[config.mk]
export PLATFORM = sky130hd
export DESIGN_NAME = dino_motion_flat
export DESIGN_NICKNAME = d
export VERILOG_FILES = /design/src/rtl/dino_pkg.sv /design/src/rtl/dino_motion_if.sv /design/src/rtl/dino_tick_gen.sv /design/src/rtl/dino_motion.sv /design/src/flat_wrapper.sv
export SDC_FILE = /design/constraint.sdc
export NUM_CORES = 1
export LEC_CHECK = 0
export CAP_MARGIN = 20
export CORE_ASPECT_RATIO = 2
export CORE_UTILIZATION = 30
export DETAILED_ROUTE_END_ITERATION = 7
export HOLD_SLACK_MARGIN = 0.02
export SLEW_MARGIN = 20
export SYNTH_ARGS = -nofsm -noshare
export SYNTH_HDL_FRONTEND = slang
export SYNTH_SLANG_ARGS = --single-unit
[constraint.sdc]
create_clock -name clk -period 5.47 [get_ports clk]
set_input_delay 1.3675 -clock clk [delete_from_list [all_inputs] [get_ports clk]]
set_output_delay 1.3675 -clock clk [all_outputs]
set_load 0.1 [all_outputs]
[src/rtl/dino_pkg.sv]
// rtl/dino_pkg.sv - shared dino game encodings, sprite geometry and motion-state enum
package dino_pkg;
   localparam logic [1:0] GAME_INIT  = 2'd0;
   localparam logic [1:0] GAME_START = 2'd1;
   localparam logic [1:0] GAME_END   = 2'd2;
   localparam logic [1:0] GAME_RESET = 2'd3;

   localparam logic STAND_BEHAVIOR = 1'b1;
   localparam logic SIT_BEHAVIOR   = 1'b0;

   localparam int         DINO_HEIGHT = 49;
   localparam logic [9:0] GROUND      = 10'd298;
   localparam logic [9:0] DINO_X      = 10'd40;

   typedef enum logic [1:0] {
      ON_GROUND = 2'd0,
      RISING    = 2'd1,
      FALLING   = 2'd2
   } motion_state_e;
endpackage

[src/rtl/dino_motion_if.sv]
// rtl/dino_motion_if.sv - button/game-state inputs and sprite-motion outputs of the dino motion controller
interface dino_motion_if;
   logic       jump_btn;
   logic       duck_btn;
   logic [1:0] game_state;
   logic [9:0] pos;
   logic       dino_behavior;
   logic       airborne;
   logic       tick;

   modport master (output jump_btn, duck_btn, game_state,
                   input  pos, dino_behavior, airborne, tick);
   modport slave  (input  jump_btn, duck_btn, game_state,
                   output pos, dino_behavior, airborne, tick);
endinterface

[src/rtl/dino_tick_gen.sv]
// rtl/dino_tick_gen.sv - free-running physics tick, one-cycle pulse every TICK_CYCLES clocks
module dino_tick_gen #(
   parameter int TICK_CYCLES = 1666667
) (
   input  logic clk,
   input  logic rst,
   output logic tick
);
   localparam int            CW   = (TICK_CYCLES > 1) ? $clog2(TICK_CYCLES) : 1;
   localparam logic [CW-1:0] LAST = CW'(TICK_CYCLES - 1);

   logic [CW-1:0] cnt_q, cnt_d;

   always_comb begin
      cnt_d = (cnt_q == LAST) ? '0 : cnt_q + 1'b1;
   end

   always_ff @(posedge clk) begin
      if (rst) cnt_q <= '0;
      else     cnt_q <= cnt_d;
   end

   assign tick = (cnt_q == LAST);
endmodule

[src/rtl/dino_motion.sv]
// rtl/dino_motion.sv - dino vertical motion: jump arc under gravity, fast-fall on duck, exact landing
module dino_motion
   import dino_pkg::*;
#(
   parameter int TICK_CYCLES = 1666667,
   parameter int MIN_POS     = DINO_HEIGHT + 1,
   parameter int JUMP_V0     = 12,
   parameter int GRAVITY     = 1,
   parameter int VMAX        = 15
) (
   input logic          clk,
   input logic          rst,
   dino_motion_if.slave mif
);
   motion_state_e state_q, state_d;
   logic [9:0]    pos_q, pos_d;
   logic [4:0]    vel_q, vel_d;
   logic          jump_req_q, jump_req_d;
   logic          jump_prev_q, jump_prev_d;
   logic          behavior_q, behavior_d;
   logic          tick;

   logic [10:0]   pos_x, vel_x, rise_pos, fall_step, fall_v, fall_pos;
   logic          jump_edge;

   dino_tick_gen #(.TICK_CYCLES(TICK_CYCLES)) u_tick (
      .clk  (clk),
      .rst  (rst),
      .tick (tick)
   );

   // 11-bit candidates so neither the upward subtract nor the fall add can wrap
   always_comb begin
      pos_x     = {1'b0, pos_q};
      vel_x     = {6'd0, vel_q};
      rise_pos  = pos_x - vel_x;
      fall_step = mif.duck_btn ? 11'(2 * GRAVITY) : 11'(GRAVITY);
      fall_v    = vel_x + fall_step;
      if (fall_v > 11'(VMAX)) fall_v = 11'(VMAX);
      fall_pos  = pos_x + fall_v;
   end

   assign jump_edge = mif.jump_btn & ~jump_prev_q;

   always_comb begin
      state_d     = state_q;
      pos_d       = pos_q;
      vel_d       = vel_q;
      jump_req_d  = jump_req_q;
      jump_prev_d = mif.jump_btn;
      behavior_d  = (state_q == ON_GROUND && mif.duck_btn && mif.game_state == GAME_START)
                    ? SIT_BEHAVIOR : STAND_BEHAVIOR;

      case (mif.game_state)
         GAME_START: begin
            if (jump_edge && state_q == ON_GROUND && !mif.duck_btn) jump_req_d = 1'b1;
            if (tick) begin
               unique case (state_q)
                  ON_GROUND: begin
                     if (jump_req_q) begin
                        pos_d      = 10'(pos_x - 11'(JUMP_V0));
                        vel_d      = 5'(JUMP_V0 - GRAVITY);
                        state_d    = RISING;
                        jump_req_d = 1'b0;
                     end
                  end
                  RISING: begin
                     if (mif.duck_btn) begin
                        state_d = FALLING;
                        vel_d   = '0;
                     end else if (rise_pos < 11'(MIN_POS)) begin
                        pos_d   = 10'(MIN_POS);
                        state_d = FALLING;
                        vel_d   = '0;
                     end else begin
                        pos_d = rise_pos[9:0];
                        if (vel_x <= 11'(GRAVITY)) begin
                           state_d = FALLING;
                           vel_d   = '0;
                        end else begin
                           vel_d = vel_q - 5'(GRAVITY);
                        end
                     end
                  end
                  FALLING: begin
                     if (fall_pos >= {1'b0, GROUND}) begin
                        pos_d   = GROUND;
                        vel_d   = '0;
                        state_d = ON_GROUND;
                     end else begin
                        pos_d = fall_pos[9:0];
                        vel_d = fall_v[4:0];
                     end
                  end
                  default: state_d = ON_GROUND;
               endcase
            end
         end
         GAME_END: begin
            jump_req_d = 1'b0;
         end
         default: begin
            // INIT and RESET both pin the sprite to its resting condition
            state_d    = ON_GROUND;
            pos_d      = GROUND;
            vel_d      = '0;
            jump_req_d = 1'b0;
         end
      endcase
   end

   always_ff @(posedge clk) begin
      if (rst) begin
         state_q     <= ON_GROUND;
         pos_q       <= GROUND;
         vel_q       <= '0;
         jump_req_q  <= 1'b0;
         jump_prev_q <= 1'b0;
         behavior_q  <= STAND_BEHAVIOR;
      end else begin
         state_q     <= state_d;
         pos_q       <= pos_d;
         vel_q       <= vel_d;
         jump_req_q  <= jump_req_d;
         jump_prev_q <= jump_prev_d;
         behavior_q  <= behavior_d;
      end
   end

   assign mif.pos           = pos_q;
   assign mif.dino_behavior = behavior_q;
   assign mif.airborne      = (state_q != ON_GROUND);
   assign mif.tick          = tick;
endmodule

[src/flat_wrapper.sv]
// flat-port wrapper written by rule: the top's interface ports become plain ports
module dino_motion_flat import dino_pkg::*;
#(
   parameter int TICK_CYCLES = 1666667,
   parameter int MIN_POS     = DINO_HEIGHT + 1,
   parameter int JUMP_V0     = 12,
   parameter int GRAVITY     = 1,
   parameter int VMAX        = 15
)
  (clk, rst, mif_jump_btn, mif_duck_btn, mif_game_state, mif_pos, mif_dino_behavior, mif_airborne, mif_tick);
  dino_motion_if mif_i ();
  input logic clk;
  input logic rst;
  input wire logic [$bits(mif_i.jump_btn)-1:0] mif_jump_btn;
  input wire logic [$bits(mif_i.duck_btn)-1:0] mif_duck_btn;
  input wire logic [$bits(mif_i.game_state)-1:0] mif_game_state;
  output wire logic [$bits(mif_i.pos)-1:0] mif_pos;
  output wire logic [$bits(mif_i.dino_behavior)-1:0] mif_dino_behavior;
  output wire logic [$bits(mif_i.airborne)-1:0] mif_airborne;
  output wire logic [$bits(mif_i.tick)-1:0] mif_tick;
  assign mif_i.jump_btn = mif_jump_btn;
  assign mif_i.duck_btn = mif_duck_btn;
  assign mif_i.game_state = mif_game_state;
  assign mif_pos = mif_i.pos;
  assign mif_dino_behavior = mif_i.dino_behavior;
  assign mif_airborne = mif_i.airborne;
  assign mif_tick = mif_i.tick;
  dino_motion #(.TICK_CYCLES(TICK_CYCLES), .MIN_POS(MIN_POS), .JUMP_V0(JUMP_V0), .GRAVITY(GRAVITY), .VMAX(VMAX)) u_core (.clk(clk), .rst(rst), .mif(mif_i));
endmodule
Yosys cells after proc, flatten, opt, wreduce, memory -nomap -nowiden
Index checks and enable logic that the tools add are counted.
- bitwise operators: 4
- $lt $le $gt $ge: 4
- muxes and demuxes: 30
- $add $sub $neg: 6
- eq/ne operators: 11
- reduce and logical (&&, ||, !) cells: 12
- operators with widths (cell ; number):
    $mux 10 ; 5
    $mux 5 ; 6
    $pmux 10 s3 ; 1
    $add 21x1->21 const B ; 1
    $eq 21x21->1 const B ; 1
    $pmux 10 s2 ; 1
    $pmux 5 s3 ; 1
    $mux 2 ; 7
    $add 10x11->11 ; 1
    $add 5x11->11 ; 1
    $ge 11x9->1 const B ; 1
    $gt 11x4->1 const B ; 1
    $lt 11x6->1 const B ; 1
    $mux 11 ; 1
    $sub 10x5->11 ; 1
    $pmux 5 s2 ; 1
    $reduce_and 5->1 ; 2
    $sub 10x4->10 const B ; 1
    $ne 3x3->1 const B ; 2
    $pmux 2 s3 ; 1
    $le 5x1->1 const B ; 1
    $mux 1 ; 5
    $ne 5x5->1 const B ; 1
    $sub 5x1->5 const B ; 1
    14 further kinds ; 22
- logic and storage cells: 74
- output and inout bits: 13
- flip-flop bits (word level): 41
- input bits: 6

Logic depth before layout (Yosys ltp)
- depth in word-level cells: 10
- depth in mapped cells: 18
- depth with buffers taken out: 17

Modules after synthesis
Synthesis repeated with hierarchy kept, for this count alone.
- cell total of the unflattened synthesis: 434
- area total of the unflattened synthesis: 3455.8 µm²
- modules (own cells, without submodules) (module ; cells an instance ; sequential area each (µm²) ; area an instance (µm²) ; instances):
    dino_motion ; 317 ; 400.4 ; 2422.3 ; 1
    dino_tick_gen ; 117 ; 420.4 ; 1033.5 ; 1

Least setup slack after synthesis
Ideal clock, no wire load.
- kind: input -> register
- from: input port mif_duck_btn
- to: register u_core.vel_q[3]
- path slack: 0.426 ns
- cell stages on the path: 17
- arrival: 4.926 ns
- path buffers: 1
- setup time: 0.117 ns
- path through: inv_1 > ha_1 > fa_1 > and3_1 > o21ai_0 > nand2b_1 > ha_1 > fa_1 > a211oi_2 > nor2_1 > o311ai_1 > nor4_2 > a21oi_4 > nor2_2 > buf_6 > a221o_1 > a32o_1
- longest elaborated chain between the ends: 10
- elaborated cells between the ends (all ways): 11
- RTL lines (what ; RTL line ; source):
    from (decl) ; flat_wrapper.sv:15 ; input wire logic [$bits(mif_i.duck_btn)-1:0] mif_duck_btn;
    $mux 2 ; dino_motion.sv:37 ; fall_step = mif.duck_btn ? 11'(2 * GRAVITY) : 11'(GRAVITY);
    $add 5x11->11 ; dino_motion.sv:38 ; fall_v = vel_x + fall_step;
    $gt 11x4->1 ; dino_motion.sv:39 ; if (fall_v > 11'(VMAX)) fall_v = 11'(VMAX);
    $mux 11 ; dino_motion.sv:39 ;
    $add 10x11->11 ; dino_motion.sv:40 ; fall_pos = pos_x + fall_v;
    $ge 11x9->1 ; dino_motion.sv:86 ; if (fall_pos >= {1'b0, GROUND}) begin
    $mux 5 ; dino_motion.sv:86 ;
    $pmux 5 s3 * ; dino_motion.sv:58 ; unique case (state_q)
    $mux 5 * ; dino_motion.sv:57 ; if (tick) begin
    $pmux 5 s2 * ; dino_motion.sv:54 ; case (mif.game_state)
    to (signal assigned) ; dino_motion.sv:123 ; vel_q <= vel_d;
    to (decl) ; dino_motion.sv:17 ; logic [4:0] vel_q, vel_d;
Mark *: on every way between the ends. The rest lies on a longest branch, timed or not. The select of a mux whose other input is x is not followed.
A chain may end at the register's enable or synchronous reset.

Final worst setup path
- from: input port mif_duck_btn
- to: register u_core.state_q[0]
- longest elaborated chain between the ends: 8
- elaborated cells between the ends (all ways): 13
- RTL lines (what ; RTL line ; source):
    $mux 2 ; dino_motion.sv:37 ;
    $add 5x11->11 ; dino_motion.sv:38 ;
    $gt 11x4->1 ; dino_motion.sv:39 ;
    $mux 11 ; dino_motion.sv:39 ;
    $add 10x11->11 ; dino_motion.sv:40 ;
    $ge 11x9->1 ; dino_motion.sv:86 ;
    $ne 3x3->1 (no source line) ; - ;
    $reduce_and 5->1 (no source line) ; - ;
    to (signal assigned) ; dino_motion.sv:121 ; state_q <= state_d;
    to (decl) ; dino_motion.sv:15 ; motion_state_e state_q, state_d;
Parallel ways exist; a longest one is shown, timed or not. The select of a mux whose other input is x is not followed.

==> impl_metrics.csv <==
group,metric,value,unit
cells_and_area,drive_above_1_share,0.131,
die,core_area,0.0105,mm2
power,pwr-share-seq,0.428,
cells_and_area,postLayoutCellArea,0.00396,mm2
power,peakVddDrop,146,uV
cells_and_area,antenna_cells,0,
route,wire_per_inst,16.2,um
place,gp_congestion,0.957,
clock_network,cts.sinks,41,
global_route,first_global_vias,3422,
die,floorplan.die_area,0.0112,mm2
die,initial_utilization,0.309,
worst_setup_path,startpoint_type,"input pin",
yosys,synth_common_cells,"nor2_1 (51), nand2_1 (42), dfxtp_1 (41)",
route,drc_errors,0,
yosys,syn-instance-count,424,
sta,skew,6.02,ps
flow_run,max_cap_violations,0,
route,wl,9740,um
die,fp.dieW,75.5,um
yosys,ys.flop_type,"dfxtp_1",
place,port_buffers,18,
power,pwr-share-comb,0.181,
worst_setup_path,required,5660,ps
yosys,synthAdderAreaFrac,0.107,
cells_and_area,multi_input_area,0.00232,mm2
cells_and_area,fillers,1159,
yosys,seq_area_frac_synth,0.253,
route,drtAntennaViolNets,0,
cells_and_area,fin_util,0.378,
power,clockPowerShare,0.390,
yosys,syn_avg_cell_area,7.64,um2
power,p_int,523,uW
power,power.net_switching,206,uW
yosys,synth_area_leaders,"dfxtp_1 (25%), ha_1 (8.9%), nor2_1 (5.9%)",
power,p_per_area,184,mW/mm2
yosys,ys_types,72,
cells_and_area,seqCellArea,821,um2
route,num_vias,3340,
global_route,grt_usage,0.187,
cells_and_area,area_growth,22.2,%
clock_network,cts_tree,"built",
yosys,syn-cell-area,0.00324,mm2
route,dr.pass1.iters,4,
route,viasPerCell,5.55,
yosys,synth_compound_area_frac,0.235,
global_route,grt-ovfl-total,0,
cells_and_area,nets,496,
yosys,synth.most_common_cell,"nor2_1",
clock_network,cts_buffers,5,
route,drtIter0Drc,135,
clock_network,h-tree-depth,2,
yosys,synth_top_area_frac,0.253,
die,num_rows,53,
yosys,ys_seq_elements,41,
power,p_leak,0.00141,uW
place,postPlaceCellArea,0.00375,mm2
sta,rsz0062_at_grt,"false",
yosys,ys_warn_count,0,
yosys,synth-xor-area-share,0.0757,
sta,hold_ws,477,ps
hold_path,hp-class,"flop to flop",
yosys,synth_top_family_by_area,"simple AND/OR/NAND/NOR gates",
worst_setup_path,endpoint_kind,"flop",
clock_network,insertion_delay,280,ps
worst_setup_path,cp.arrival,5400,ps
yosys,synthMuxAreaShare,0.00657,
die,die_h,149,um
cells_and_area,final_cell_count_no_fill,602,
sta,worst_pin_slew,971,ps
yosys,synthArstFlopShare,0,
clock_network,clockRootBuffer,"clkbuf_16",
sta,max_freq,0.192,GHz
clock_network,cts.clk_slew.worst_paths,60,ps
sta,slew_headroom,0.350,
global_route,grt_start_max_net_pins,22,
yosys,synth_edf_count,0,
sta,fin_tns_setup,0,ps
power,netSwitchingFraction,0.282,
sta,post-route-period-util,0.953,
place,dpl.cell_count,594,
sta,setup_violations,0,
yosys,synth_top_cell_by_area,"dfxtp_1",
global_route,grt_pass1_wl,16000,um
sta,slew_violations,0,
die,ioPinCount,19,
yosys,synthSimpleGateAreaFrac,0.270,
worst_setup_path,critical_path.max_fanout,7,
place,hpwlAfterDp,7720,um
worst_setup_path,crit_type,"input pin to flop",
global_route,antenna_found_initial,0,
sta,timing.final.hold_violations,0,
sta,fin_crit,5220,ps
outcome,status,"finished clean",
clock_network,cts.path.max_buffers,2,
what timing repair did:
action / CTS / global route
resized for setup: 3 / 13
pin swaps: 0 / 6
gates cloned: 0 / 0
endpoints found under the setup margin: 2 / 15
hold buffers: 0 / 0
buffers inserted: 0 / 0
final cells by class:
type,count,share of cell area
Clock inverter,2,0.00253
Timing Repair Buffer,49,0.104
Multi-Input combinational cell,343,0.587
Inverter,24,0.0228
Clock buffer,6,0.0326
Tap cell,137,0.0433
Sequential cell,41,0.207
layout by cell type (no fill, tap or decap), types with 2 or more instances in the layout:
master	netlist	layout
conb_1	1	2
nand4_1	7	7
inv_1	23	23
and2_1	4	4
a221oi_1	2	2
a211oi_1	6	6
a21oi_1	24	24
a32o_1	2	2
clkinv_2	0	2
nand3_1	19	19
xnor2_1	12	12
nor3_1	13	12
o31ai_1	2	2
nand2b_1	9	9
o21ai_1	5	5
nand2_1	42	42
clkdlybuf4s50_1	0	18
xor2_1	16	16
and3_1	3	2
a211o_1	2	2
fa_2	0	2
nor2b_1	6	6
nor4_1	4	4
a22o_1	2	2
buf_4	0	31
o2111ai_1	4	4
nor2_1	51	50
a311oi_1	3	3
o21ai_0	20	19
ha_1	23	22
a32oi_1	2	2
o221ai_1	3	3
a31oi_1	5	5
dfxtp_1	41	41
clkbuf_16	0	5
or3_1	8	8
o311ai_1	3	2
cells by family after synthesis:
logic type / Yosys count
adder cells (fa/ha/maj): 26
AND/OR/NAND/NOR: 178
buffers and inverters: 41
flip-flops: 41
multiplexers: 2
other: 1
AO/OA/AOI/OAI: 107
XOR/XNOR: 28
registers in the layout, indices dropped and copies added, names as in the netlist:
| name | count |
|---|---|
| u_core.u_tick.cnt_q | 21 |
| u_core.mif.pos | 10 |
| u_core.vel_q | 5 |
| u_core.state_q | 2 |
| u_core.jump_prev_q | 1 |
| u_core.jump_req_q | 1 |
| u_core.mif.dino_behavior | 1 |
final timing paths:
kind / start / endpoint / slack, ps / depth (start not counted)
hold reg to reg: u_core.u_tick.cnt_q[0] / u_core.u_tick.cnt_q[0] / 480 / 1
setup reg to reg: u_core.vel_q[0] / u_core.state_q[0] / 1420 / 17
hold / removal: u_core.u_tick.cnt_q[0] / u_core.u_tick.cnt_q[0] / 480 / 1
setup / recovery: mif_duck_btn / u_core.state_q[0] / 250 / 18
routing by layer:
metal / GRT usage / share of wire
met5: 0 / 0
met4: 0.147 / 0.092
met3: 0.0243 / 0.035
met2: 0.344 / 0.54
met1: 0.175 / 0.34
through the flow:
step	setup WS [ps]	total power, uW
after global placement	-307	445
after CTS	16.3	732
final	254	729
after detailed placement	-371	446
after global routing	30.2	760
after floorplan	426	402
power groups by stage:
stage / sequential (uW) / clock, uW / combinational, uW
floorplan: 329 / 0 / 73.0
global placement: 319 / 0 / 126
detailed placement: 319 / 0 / 127
CTS: 312 / 292 / 128
global route: 313 / 303 / 143
finish: 312 / 284 / 132
critical path, cell delays in order:
cell,delay [ps]
clkdlybuf4s50_1,470
inv_1,50
ha_1,220
fa_2,340
and3_4,200
o21ai_4,150
nand2b_1,90
ha_2,200
fa_2,390
a211oi_4,260
nor2_2,80
buf_4,140
o32a_1,140
or3_4,340
a21oi_4,190
nor2_4,80
or4_1,510
a31oi_1,180
No activity file was read; power rests on OpenSTA's default activity.
